**src/rtl/decade_time_counter_if.sv**
```systemverilog
// Control and BCD display bus between a time-counter controller and decade_time_counter.
// Optional macro DECADE_COUNT_DOWN_EN adds the w_dir count-direction signal.
interface decade_time_counter_if;
  logic       w_run;
  logic       w_load;
  logic [7:0] w_load_min;
  logic [7:0] w_load_sec;
  logic       w_inc_min;
`ifdef DECADE_COUNT_DOWN_EN
  logic       w_dir;
`endif
  logic [3:0] w_sec_ones;
  logic [3:0] w_sec_tens;
  logic [3:0] w_min_ones;
  logic [3:0] w_min_tens;
  logic       w_tick;
  logic       w_wrap;
  logic       w_load_err;

  modport master (
    output w_run, w_load, w_load_min, w_load_sec, w_inc_min,
`ifdef DECADE_COUNT_DOWN_EN
    output w_dir,
`endif
    input  w_sec_ones, w_sec_tens, w_min_ones, w_min_tens,
    input  w_tick, w_wrap, w_load_err
  );

  modport slave (
    input  w_run, w_load, w_load_min, w_load_sec, w_inc_min,
`ifdef DECADE_COUNT_DOWN_EN
    input  w_dir,
`endif
    output w_sec_ones, w_sec_tens, w_min_ones, w_min_tens,
    output w_tick, w_wrap, w_load_err
  );
endinterface

```
**src/rtl/decade_time_counter.sv**
```systemverilog
// Prescaled mm:ss BCD time counter with run/stop, clamped parallel load and minute advance.
// Optional macro DECADE_COUNT_DOWN_EN enables BCD count-down selected by w_dir.
module decade_time_counter #(
  parameter int unsigned TICK_DIV = 50000000
) (
  input logic                  w_clk,
  input logic                  w_rst,
  decade_time_counter_if.slave bus
);

  localparam int unsigned PW = $clog2(TICK_DIV);
  localparam logic [PW-1:0] PRESC_MAX = PW'(TICK_DIV - 1);

  logic [PW-1:0] presc_q;
  logic [3:0]    sec_ones_q, sec_tens_q, min_ones_q, min_tens_q;
  logic          tick_q, wrap_q, load_err_q;

  logic          count_down;
  logic          tick_int;
  logic [PW-1:0] presc_adv;
  logic [3:0]    r_so, r_st, r_mo, r_mt;
  logic          r_wrap;
  logic [3:0]    i_mo, i_mt;
  logic [3:0]    ld_so, ld_st, ld_mo, ld_mt;
  logic          ld_err;

`ifdef DECADE_COUNT_DOWN_EN
  assign count_down = bus.w_dir;
`else
  assign count_down = 1'b0;
`endif

  assign tick_int  = bus.w_run && (presc_q == PRESC_MAX);
  assign presc_adv = !bus.w_run ? presc_q :
                     (presc_q == PRESC_MAX) ? '0 : presc_q + PW'(1);

  // One-second BCD ripple, up or down, with wrap flag at the hour boundary
  always_comb begin
    r_so   = sec_ones_q;
    r_st   = sec_tens_q;
    r_mo   = min_ones_q;
    r_mt   = min_tens_q;
    r_wrap = 1'b0;
    if (!count_down) begin
      if (sec_ones_q != 4'd9) r_so = sec_ones_q + 4'd1;
      else begin
        r_so = 4'd0;
        if (sec_tens_q != 4'd5) r_st = sec_tens_q + 4'd1;
        else begin
          r_st = 4'd0;
          if (min_ones_q != 4'd9) r_mo = min_ones_q + 4'd1;
          else begin
            r_mo = 4'd0;
            if (min_tens_q != 4'd5) r_mt = min_tens_q + 4'd1;
            else begin
              r_mt   = 4'd0;
              r_wrap = 1'b1;
            end
          end
        end
      end
    end else begin
      if (sec_ones_q != 4'd0) r_so = sec_ones_q - 4'd1;
      else begin
        r_so = 4'd9;
        if (sec_tens_q != 4'd0) r_st = sec_tens_q - 4'd1;
        else begin
          r_st = 4'd5;
          if (min_ones_q != 4'd0) r_mo = min_ones_q - 4'd1;
          else begin
            r_mo = 4'd9;
            if (min_tens_q != 4'd0) r_mt = min_tens_q - 4'd1;
            else begin
              r_mt   = 4'd5;
              r_wrap = 1'b1;
            end
          end
        end
      end
    end
  end

  // Minute advance, mod 60, never flags a wrap
  always_comb begin
    i_mo = min_ones_q + 4'd1;
    i_mt = min_tens_q;
    if (min_ones_q == 4'd9) begin
      i_mo = 4'd0;
      i_mt = (min_tens_q == 4'd5) ? 4'd0 : min_tens_q + 4'd1;
    end
  end

  // Out-of-range load digits are forced to zero and reported
  assign ld_so  = (bus.w_load_sec[3:0] > 4'd9) ? 4'd0 : bus.w_load_sec[3:0];
  assign ld_st  = (bus.w_load_sec[7:4] > 4'd5) ? 4'd0 : bus.w_load_sec[7:4];
  assign ld_mo  = (bus.w_load_min[3:0] > 4'd9) ? 4'd0 : bus.w_load_min[3:0];
  assign ld_mt  = (bus.w_load_min[7:4] > 4'd5) ? 4'd0 : bus.w_load_min[7:4];
  assign ld_err = (bus.w_load_sec[3:0] > 4'd9) || (bus.w_load_sec[7:4] > 4'd5) ||
                  (bus.w_load_min[3:0] > 4'd9) || (bus.w_load_min[7:4] > 4'd5);

  // Priority: reset > load > minute advance > tick
  always_ff @(posedge w_clk) begin
    tick_q     <= 1'b0;
    wrap_q     <= 1'b0;
    load_err_q <= 1'b0;
    if (w_rst) begin
      presc_q    <= '0;
      sec_ones_q <= 4'd0;
      sec_tens_q <= 4'd0;
      min_ones_q <= 4'd0;
      min_tens_q <= 4'd0;
    end else if (bus.w_load) begin
      presc_q    <= '0;
      sec_ones_q <= ld_so;
      sec_tens_q <= ld_st;
      min_ones_q <= ld_mo;
      min_tens_q <= ld_mt;
      load_err_q <= ld_err;
    end else if (bus.w_inc_min) begin
      // A coincident tick is deferred: hold the prescaler at its terminal count
      presc_q    <= tick_int ? presc_q : presc_adv;
      min_ones_q <= i_mo;
      min_tens_q <= i_mt;
    end else if (tick_int) begin
      presc_q    <= '0;
      sec_ones_q <= r_so;
      sec_tens_q <= r_st;
      min_ones_q <= r_mo;
      min_tens_q <= r_mt;
      tick_q     <= 1'b1;
      wrap_q     <= r_wrap;
    end else begin
      presc_q    <= presc_adv;
    end
  end

  assign bus.w_sec_ones = sec_ones_q;
  assign bus.w_sec_tens = sec_tens_q;
  assign bus.w_min_ones = min_ones_q;
  assign bus.w_min_tens = min_tens_q;
  assign bus.w_tick     = tick_q;
  assign bus.w_wrap     = wrap_q;
  assign bus.w_load_err = load_err_q;

endmodule

```
**src/flat_wrapper.sv**
```systemverilog
// flat-port wrapper written by rule: the top's interface ports become plain ports
module decade_time_counter_flat 
#(
  parameter int unsigned TICK_DIV = 50000000
)
  (w_clk, w_rst, bus_w_run, bus_w_load, bus_w_load_min, bus_w_load_sec, bus_w_inc_min, bus_w_sec_ones, bus_w_sec_tens, bus_w_min_ones, bus_w_min_tens, bus_w_tick, bus_w_wrap, bus_w_load_err);
  decade_time_counter_if bus_i ();
  input logic w_clk;
  input logic w_rst;
  input wire logic [$bits(bus_i.w_run)-1:0] bus_w_run;
  input wire logic [$bits(bus_i.w_load)-1:0] bus_w_load;
  input wire logic [$bits(bus_i.w_load_min)-1:0] bus_w_load_min;
  input wire logic [$bits(bus_i.w_load_sec)-1:0] bus_w_load_sec;
  input wire logic [$bits(bus_i.w_inc_min)-1:0] bus_w_inc_min;
  output wire logic [$bits(bus_i.w_sec_ones)-1:0] bus_w_sec_ones;
  output wire logic [$bits(bus_i.w_sec_tens)-1:0] bus_w_sec_tens;
  output wire logic [$bits(bus_i.w_min_ones)-1:0] bus_w_min_ones;
  output wire logic [$bits(bus_i.w_min_tens)-1:0] bus_w_min_tens;
  output wire logic [$bits(bus_i.w_tick)-1:0] bus_w_tick;
  output wire logic [$bits(bus_i.w_wrap)-1:0] bus_w_wrap;
  output wire logic [$bits(bus_i.w_load_err)-1:0] bus_w_load_err;
  assign bus_i.w_run = bus_w_run;
  assign bus_i.w_load = bus_w_load;
  assign bus_i.w_load_min = bus_w_load_min;
  assign bus_i.w_load_sec = bus_w_load_sec;
  assign bus_i.w_inc_min = bus_w_inc_min;
  assign bus_w_sec_ones = bus_i.w_sec_ones;
  assign bus_w_sec_tens = bus_i.w_sec_tens;
  assign bus_w_min_ones = bus_i.w_min_ones;
  assign bus_w_min_tens = bus_i.w_min_tens;
  assign bus_w_tick = bus_i.w_tick;
  assign bus_w_wrap = bus_i.w_wrap;
  assign bus_w_load_err = bus_i.w_load_err;
  decade_time_counter #(.TICK_DIV(TICK_DIV)) u_core (.w_clk(w_clk), .w_rst(w_rst), .bus(bus_i));
endmodule
```
**config.mk**
```make
export PLATFORM = sky130hd
export DESIGN_NAME = decade_time_counter_flat
export DESIGN_NICKNAME = d
export VERILOG_FILES = /design/src/rtl/decade_time_counter_if.sv /design/src/rtl/decade_time_counter.sv /design/src/flat_wrapper.sv
export SDC_FILE = /design/constraint.sdc
export NUM_CORES = 1
export LEC_CHECK = 0
export ABC_CLOCK_PERIOD_IN_PS = 7100
export CORE_MARGIN = 2
export CORE_UTILIZATION = 58
export CTS_BUF_LIST = sky130_fd_sc_hd__clkbuf_4 sky130_fd_sc_hd__clkbuf_8 sky130_fd_sc_hd__clkbuf_16
export DETAILED_ROUTE_END_ITERATION = 7
export PLACE_DENSITY = 0.85
export SYNTH_ARGS = -nofsm -noshare
export SYNTH_HDL_FRONTEND = slang
export SYNTH_SLANG_ARGS = --single-unit
```
**constraint.sdc**
```tcl
create_clock -name w_clk -period 7.1 [get_ports w_clk]
set_clock_uncertainty 0.2 [all_clocks]
set_input_delay 1.065 -clock w_clk [delete_from_list [all_inputs] [get_ports w_clk]]
set_output_delay 1.065 -clock w_clk [all_outputs]
set_load 0.03 [all_outputs]
```
==> flow_summary_export.csv, run 1 <==
group,metric,value,unit
die,die_area,4880,µm²
timing,finalCritPeriodShare,50.7,%
min_path,hold_class,"reg -> reg",
clock_tree,cts.sinks,45,
layout,diodes,0,
pwr,ir_worst_vdd,0.0941,mV
global_route,first_global_vias,2294,
global_route,grt_pass1_wl,9.91,mm
global_route,grt_usage,24.7,%
synthesis,synth_cells,310,
worst_setup_path,reg2reg_depth,5,
clock_tree,cts_made_buffers,5,
clock_tree,clock_path_buffers,2,
pwr,p_leak,0.976,nW
global_route,grt_use_met2,42.4,%
layout,fin_cells,395,
detailed_routing,drt_iter0_markers,165,
worst_setup_path,crit_fanout,28,
place,place_congestion,0.830,
pwr,totalPowerFinal,0.489,mW
clock_tree,path_clk_slew,0.08,ns
synthesis,synth.area.mux_share,3.33,%
run,cap_viol_max_count,0,
global_route,antenna_found_initial,0,
worst_setup_path,crit_start,"bus_w_load",
clock_tree,htreeDepth,2,
min_path,worstHoldEndpoint,"u_core.presc_q[4]",
synthesis,synth_fa_ha_area_share,2.49,%
timing,setup-violations-final,0,
die,dieWidth,69.8,µm
outcome,status,"complete, no violations",
global_route,grt_overflow,0,
clock_tree,cts_hold_buf,0,
place,placement.io_buffers,39,
layout,final_core_util,73.2,%
layout,areaGrowthSynthToFinish,19.1,%
layout,regArea,901,µm²
die,pin_count,40,
detailed_routing,drc_errors,0,
synthesis,synth_top_family_by_area,"simple AND/OR/NAND/NOR gates",
clock_tree,cts_root_buf,"clkbuf_8",
synthesis,synth_simple_gate_area_share,33.1,%
global_route,grt-busiest-layer,"met2",
place,post-dp-hpwl,4.36,mm
timing,tns,0,ns
worst_setup_path,required,7.14,ns
timing,finalMaxSlewViolations,0,
layout,final_nets,370,
detailed_routing,vias,2438,
timing,tightest_slew,0.940,ns
synthesis,synth.distinct_cells,60,
synthesis,synth_ff_type,"dfxtp_1",
synthesis,synth-xor-area-share,3.48,%
place,pre_cts_ws,3.25,ns
worst_setup_path,crit_top_cell,"nand2_1",
worst_setup_path,critPathArrivalTime,3.63,ns
timing,fmax,278,MHz
synthesis,syn_area,2510,µm²
synthesis,synth-async-reset-ratio,0,%
worst_setup_path,crit_path_end_kind,"flip-flop",
worst_setup_path,worstPathCellList,"clkdlybuf4s50_1, inv_1, nand2_1, or4_1, nand2_1",
worst_setup_path,critical-path-top-delay-family,"simple AND/OR/NAND/NOR gates",
worst_setup_path,cp.depth,5,
synthesis,yosysSeqAreaShare,35.8,%
layout,multi_input_area,1510,µm²
pwr,powerDensity,163,nW/µm²
clock_tree,cts_resized,0,
detailed_routing,wire_per_inst,15.0,µm
synthesis,yosys_warnings,0,
worst_setup_path,reg2reg_to,"u_core.bus.w_sec_tens[3]",
min_path,hold_path_depth,1,
worst_setup_path,critPathKind,"in -> reg",
worst_setup_path,r2r_start,"u_core.presc_q[17]",
global_route,grt_max_degree,29,
timing,period_needed,3.60,ns
timing,relSlewSlack,37.2,%
clock_tree,post_cts_buffers,0,
die,initial_core_util,61.5,%
synthesis,synth_compound_area_share,17.5,%
worst_setup_path,start_kind,"input port",
worst_setup_path,cpPeakStageDelay,0.89,ns
die,std_cell_rows,23,
layout,layout-drive-gt1-share,7.83,%
timing,hold_viol,0,
timing,rsz0062_at_grt,"no",
synthesis,synth_seq_cells,45,
die,die_y,69.8,µm
detailed_routing,via_per_inst,6.17,
synthesis,synth_edf_count,0,
detailed_routing,first_pass_iters,4,
synthesis,syn_area_per_cell,8.11,µm²
worst_setup_path,crit_buf_inv,2,
clock_tree,clk_latency,0.29,ns
detailed_routing,drt-total-wl,5.94,mm
global_route,use_met1,29.8,%
synthesis,synth_nets,336,
worst_setup_path,r2r_setup_slack,4.13,ns
min_path,worstHoldStart,"u_core.presc_q[4]",
die,core_area,4090,µm²
worst_setup_path,cpMaxStageDelayCell,"clkdlybuf4s50_1",
detailed_routing,drt.antenna.violating_nets,0,
timing,fin_ws,3.50,ns
clock_tree,cts_tree,"built",
place,place_inst,387,
global_route,gr-usage-met3,6.10,%
layout,fillCellCount,328,
kinds of logic after synthesis:
| family | Yosys count |
|---|---|
| buffers and inverters | 23 |
| multiplexers | 8 |
| AND/OR/NAND/NOR | 152 |
| adder cells (fa/ha/maj) | 5 |
| flip-flops | 45 |
| XOR/XNOR | 10 |
| AO/OA/AOI/OAI | 67 |
flip-flops by register name (all words and copies together), names as in the netlist:
register and flops:
u_core.presc_q 26, u_core.bus.w_min_ones 4, u_core.bus.w_min_tens 4, u_core.bus.w_sec_ones 4
u_core.bus.w_sec_tens 4, u_core.bus.w_load_err 1, u_core.bus.w_tick 1, u_core.bus.w_wrap 1
layer usage:
| metal | vias up | routed length, µm |
|---|---|---|
| met5 | - | 0 |
| met1 | 1154 | 2580 |
| met4 | 0 | 60 |
| met2 | 81 | 2920 |
| met3 | 6 | 374 |
| li1 | 1197 | - |
cell usage in the layout, fill, tap and decap left out, drive strengths merged, types with 2 or more instances in the layout:
| master | instances |
|---|---|
| dfxtp | 45 |
| clkdlybuf4s50 | 39 |
| nor2 | 37 |
| nand2 | 34 |
| a21oi | 18 |
| nand3 | 14 |
| o21ai | 14 |
| inv | 11 |
| nand4 | 11 |
| nor3 | 9 |
| clkbuf | 8 |
| a31oi | 7 |
| xor2 | 6 |
| a211oi | 6 |
| o211ai | 5 |
| mux2i | 5 |
| ha | 5 |
| and3 | 5 |
| or3 | 5 |
| nor4 | 5 |
| nand2b | 4 |
| xnor2 | 4 |
| nor2b | 4 |
| o22ai | 4 |
| and4 | 3 |
| nand3b | 3 |
| or2 | 3 |
| mux2 | 3 |
| nor3b | 3 |
| nand4b | 2 |
| a41oi | 2 |
| or4 | 2 |
| and2 | 2 |
worst register-to-register path, delay by kind of cell, from the launching register on:
| family | cells | cell delay (ns) |
|---|---|---|
| AOI/OAI and AO/OA | 1 | 0.13 |
| DFF | 1 | 0.45 |
| and+or+nand+nor | 4 | 2.12 |
cells in the mapped netlist, drive strengths merged (6+ instances only):
cell,n,area (µm²)
dfxtp,45,901
nor2,37,154
nand2,34,128
a21oi,18,90.1
nand3,14,75.1
o21ai,14,70.1
inv,11,41.3
nand4,11,68.8
clkbuf,9,37.5
nor3,9,45.0
a31oi,7,43.8
a211oi,6,50.1
xor2,6,52.6
cell type report:
class / instances / area share (%)
Clock buffer: 8 / 3.05
Inverter: 11 / 1.38
Multi-Input combinational cell: 242 / 50.3
Sequential cell: 45 / 30.1
Tap cell: 50 / 2.09
Timing Repair Buffer: 39 / 13.0
worst max path at each step:
stage	end
after floorplan	u_core.presc_q[25]
after detailed placement	u_core.presc_q[16]
final	u_core.presc_q[16]
after global routing	u_core.presc_q[16]
after global placement	u_core.presc_q[16]
after CTS	u_core.presc_q[16]
per-stage QoR:
stage	hold WS (ns)	instance area, µm²
2_1_floorplan	0.262	2510
3_3_place_gp	0.291	2900
3_5_place_dp	0.304	2900
4_1_cts	0.318	2990
5_1_grt	0.333	2990
6_report	0.320	2990
power by group:
part / internal, mW / total, mW / switching (mW)
combinational: 0.0281 / 0.0613 / 0.0333
sequential: 0.257 / 0.263 / 0.00655
clock: 0.0815 / 0.164 / 0.0825
total: 0.366 / 0.489 / 0.122
Power figures use the tool's default switching activity.
==> run 2, diff against run 1 <==
--- a/config.mk
+++ b/config.mk
@@ -5,12 +5,12 @@
 export SDC_FILE = /design/constraint.sdc
 export NUM_CORES = 1
 export LEC_CHECK = 0
-export ABC_CLOCK_PERIOD_IN_PS = 7100
+export ABC_CLOCK_PERIOD_IN_PS = 3000
 export CORE_MARGIN = 2
-export CORE_UTILIZATION = 58
+export CORE_UTILIZATION = 48
 export CTS_BUF_LIST = sky130_fd_sc_hd__clkbuf_4 sky130_fd_sc_hd__clkbuf_8 sky130_fd_sc_hd__clkbuf_16
 export DETAILED_ROUTE_END_ITERATION = 7
-export PLACE_DENSITY = 0.85
+export PLACE_DENSITY = 0.76
 export SYNTH_ARGS = -nofsm -noshare
 export SYNTH_HDL_FRONTEND = slang
 export SYNTH_SLANG_ARGS = --single-unit
==> constraint.sdc (replaced) <==
create_clock -name w_clk -period 3 [get_ports w_clk]
set_clock_uncertainty 0.2 [all_clocks]
set_input_delay 0.45 -clock w_clk [delete_from_list [all_inputs] [get_ports w_clk]]
set_output_delay 0.45 -clock w_clk [all_outputs]
set_load 0.03 [all_outputs]
==> run 2 against run 1 <==
  * Total power increased to 2.6 times the previous value
  * Core utilization shrank 12 points
  * Die area increased by 20%
  * Clock power rose to 3.0 times the previous value
  * Sequential share of layout area fell by 1.2 points
  * Critical path depth up 1
  * Register-to-register slack got worse by 3.8 ns
  * Final area grew 4.1%
  * Via count is 1.2% higher
  * Largest power group unchanged
==> flow_summary_export.csv, run 2 (same netlist as run 1, synthesis figures left out) <==
group,metric,value,unit
die,initial_core_util,49.5,%
global_route,grt_pass1_wl,10.6,mm
worst_setup_path,reg2reg_to,"u_core.bus.w_min_tens[2]",
die,die_y,76.4,µm
worst_setup_path,cpPeakStageDelay,0.55,ns
worst_setup_path,crit_path_end_kind,"flip-flop",
worst_setup_path,required,3.00,ns
worst_setup_path,critical-path-top-delay-family,"simple AND/OR/NAND/NOR gates",
clock_tree,clk_latency,0.30,ns
timing,finalCritPeriodShare,87.8,%
worst_setup_path,worstPathCellList,"or4b_4, nor4_4, nand2_1, o21bai_2, o211ai_1, a32o_1",
detailed_routing,wl_met2,3.03,mm
layout,multi_input_area,1510,µm²
layout,layout-drive-gt1-share,10.2,%
die,core_area,5070,µm²
timing,tightest_slew,0.645,ns
layout,final_common_cell,"dfxtp_1",
die,pin_count,40,
worst_setup_path,cpMaxStageDelayCell,"or4b_4",
worst_setup_path,critPathArrivalTime,2.63,ns
detailed_routing,drt.antenna.violating_nets,0,
timing,rsz0062_at_grt,"no",
clock_tree,cts_hold_buf,0,
global_route,grt_overflow,0,
layout,fillCellCount,474,
worst_setup_path,crit_fanout,8,
layout,areaGrowthSynthToFinish,23.9,%
detailed_routing,drt-total-wl,6.29,mm
place,place_congestion,0.926,
clock_tree,cts_resized,0,
min_path,worstHoldEndpoint,"u_core.presc_q[15]",
detailed_routing,drt_iter0_markers,147,
global_route,grt_max_degree,21,
pwr,powerDensity,405,nW/µm²
global_route,antenna_found_initial,0,
run,cap_viol_max_count,0,
timing,fmax,380,MHz
clock_tree,cts.sinks,45,
clock_tree,post_cts_buffers,0,
layout,regArea,901,µm²
timing,timing.hold.ws,0.330,ns
die,die_area,5830,µm²
die,std_cell_rows,26,
global_route,grt_usage,22.1,%
pwr,totalPowerFinal,1.26,mW
timing,setup-violations-final,0,
detailed_routing,dr_wl_met3,408,µm
detailed_routing,vias,2467,
clock_tree,htreeDepth,2,
timing,period_needed,2.63,ns
worst_setup_path,r2r_setup_slack,0.37,ns
place,post-dp-hpwl,4.58,mm
place,postPlaceCellArea,2990,µm²
detailed_routing,met1_length,2.68,mm
outcome,status,"complete, no violations",
place,placement.io_buffers,39,
worst_setup_path,critPathKind,"reg -> reg",
worst_setup_path,crit_buf_inv,0,
timing,finalMaxSlewViolations,0,
worst_setup_path,reg2reg_depth,6,
layout,final_nets,379,
clock_tree,cts_root_buf,"clkbuf_8",
detailed_routing,drc_errors,0,
detailed_routing,via_per_inst,5.82,
min_path,hold_class,"reg -> reg",
layout,mostFrequentLayoutCells,"dfxtp_1, clkdlybuf4s50_1, nor2_1",
pwr,p_leak,1.03,nW
global_route,first_global_vias,2357,
clock_tree,path_clk_slew,0.09,ns
clock_tree,cts_tree,"built",
worst_setup_path,r2r_start,"u_core.presc_q[24]",
timing,tns,0,ns
detailed_routing,highest_layer,"met4",
layout,finish.instance_area,3110,µm²
layout,diodes,0,
die,dieWidth,76.4,µm
pwr,ir_worst_vdd,0.190,mV
detailed_routing,first_pass_iters,5,
layout,largest-register,"u_core.presc_q",
layout,largest_reg_flops,26,
timing,relSlewSlack,56.8,%
clock_tree,cts_made_buffers,5,
layout,final_core_util,61.4,%
detailed_routing,wire_per_inst,14.8,µm
min_path,worstHoldStart,"u_core.presc_q[15]",
clock_tree,clock_path_buffers,2,
timing,hold_viol,0,
worst_setup_path,start_kind,"flip-flop",
min_path,hold_path_depth,2,
==> run 2: power breakdown <==
part           internal (mW)  switching, mW
Sequential             0.608         0.0147
Combinational         0.0707         0.0807
Clock                  0.281          0.207
Total                  0.959          0.303
==> run 2: tightest hold or removal path, stage by stage, from the launching register on <==
cell and delay [ns]:
dfxtp_1 0.34, o211ai_1 0.08, a21oi_1 0.07
==> run 2: through the flow <==
| stage | setup WS, ns | instances |
|---|---|---|
| floorplan | 0.596 | 310 |
| global placement | 0.416 | 416 |
| detailed placement | 0.391 | 416 |
| CTS | 0.380 | 424 |
| global route | 0.146 | 424 |
| finish | 0.366 | 424 |
==> run 2: area by class of cell <==
type / instances / area share, %
inverters: 11 / 1.33
flip-flops and latches: 45 / 28.9
clock buffers: 7 / 2.89
multi-input cells: 242 / 48.4
clock inverters: 1 / 0.964
well taps: 70 / 2.81
repair buffers: 48 / 14.7
==> run 2: layer usage <==
metal / GRT usage [%] / vias up
met5: 0 / -
met4: 8.73 / 0
met3: 5.81 / 19
met2: 37.6 / 97
met1: 26.5 / 1137
li1: - / 1214
==> run 2: worst max path at each step <==
stage / from / endpoint / slack [ns] / depth (start not counted)
6_report: u_core.presc_q[24] / u_core.bus.w_min_tens[2] / 0.37 / 6
5_1_grt: u_core.presc_q[12] / u_core.bus.w_min_tens[2] / 0.15 / 6
4_1_cts: u_core.presc_q[24] / u_core.bus.w_sec_tens[3] / 0.38 / 6
3_5_place_dp: u_core.presc_q[24] / u_core.bus.w_sec_tens[3] / 0.39 / 6
3_3_place_gp: u_core.presc_q[24] / u_core.bus.w_sec_tens[3] / 0.42 / 6
2_1_floorplan: u_core.presc_q[17] / u_core.bus.w_sec_ones[1] / 0.60 / 7
==> run 3, diff against run 2 <==
--- a/config.mk
+++ b/config.mk
@@ -11,6 +11,7 @@
 export CTS_BUF_LIST = sky130_fd_sc_hd__clkbuf_4 sky130_fd_sc_hd__clkbuf_8 sky130_fd_sc_hd__clkbuf_16
 export DETAILED_ROUTE_END_ITERATION = 7
 export PLACE_DENSITY = 0.76
+export SETUP_SLACK_MARGIN = 0.1
 export SYNTH_ARGS = -nofsm -noshare
 export SYNTH_HDL_FRONTEND = slang
 export SYNTH_SLANG_ARGS = --single-unit
==> results of run 3 <==
The final DEF is identical to that of run 2; final timing and power are the same.
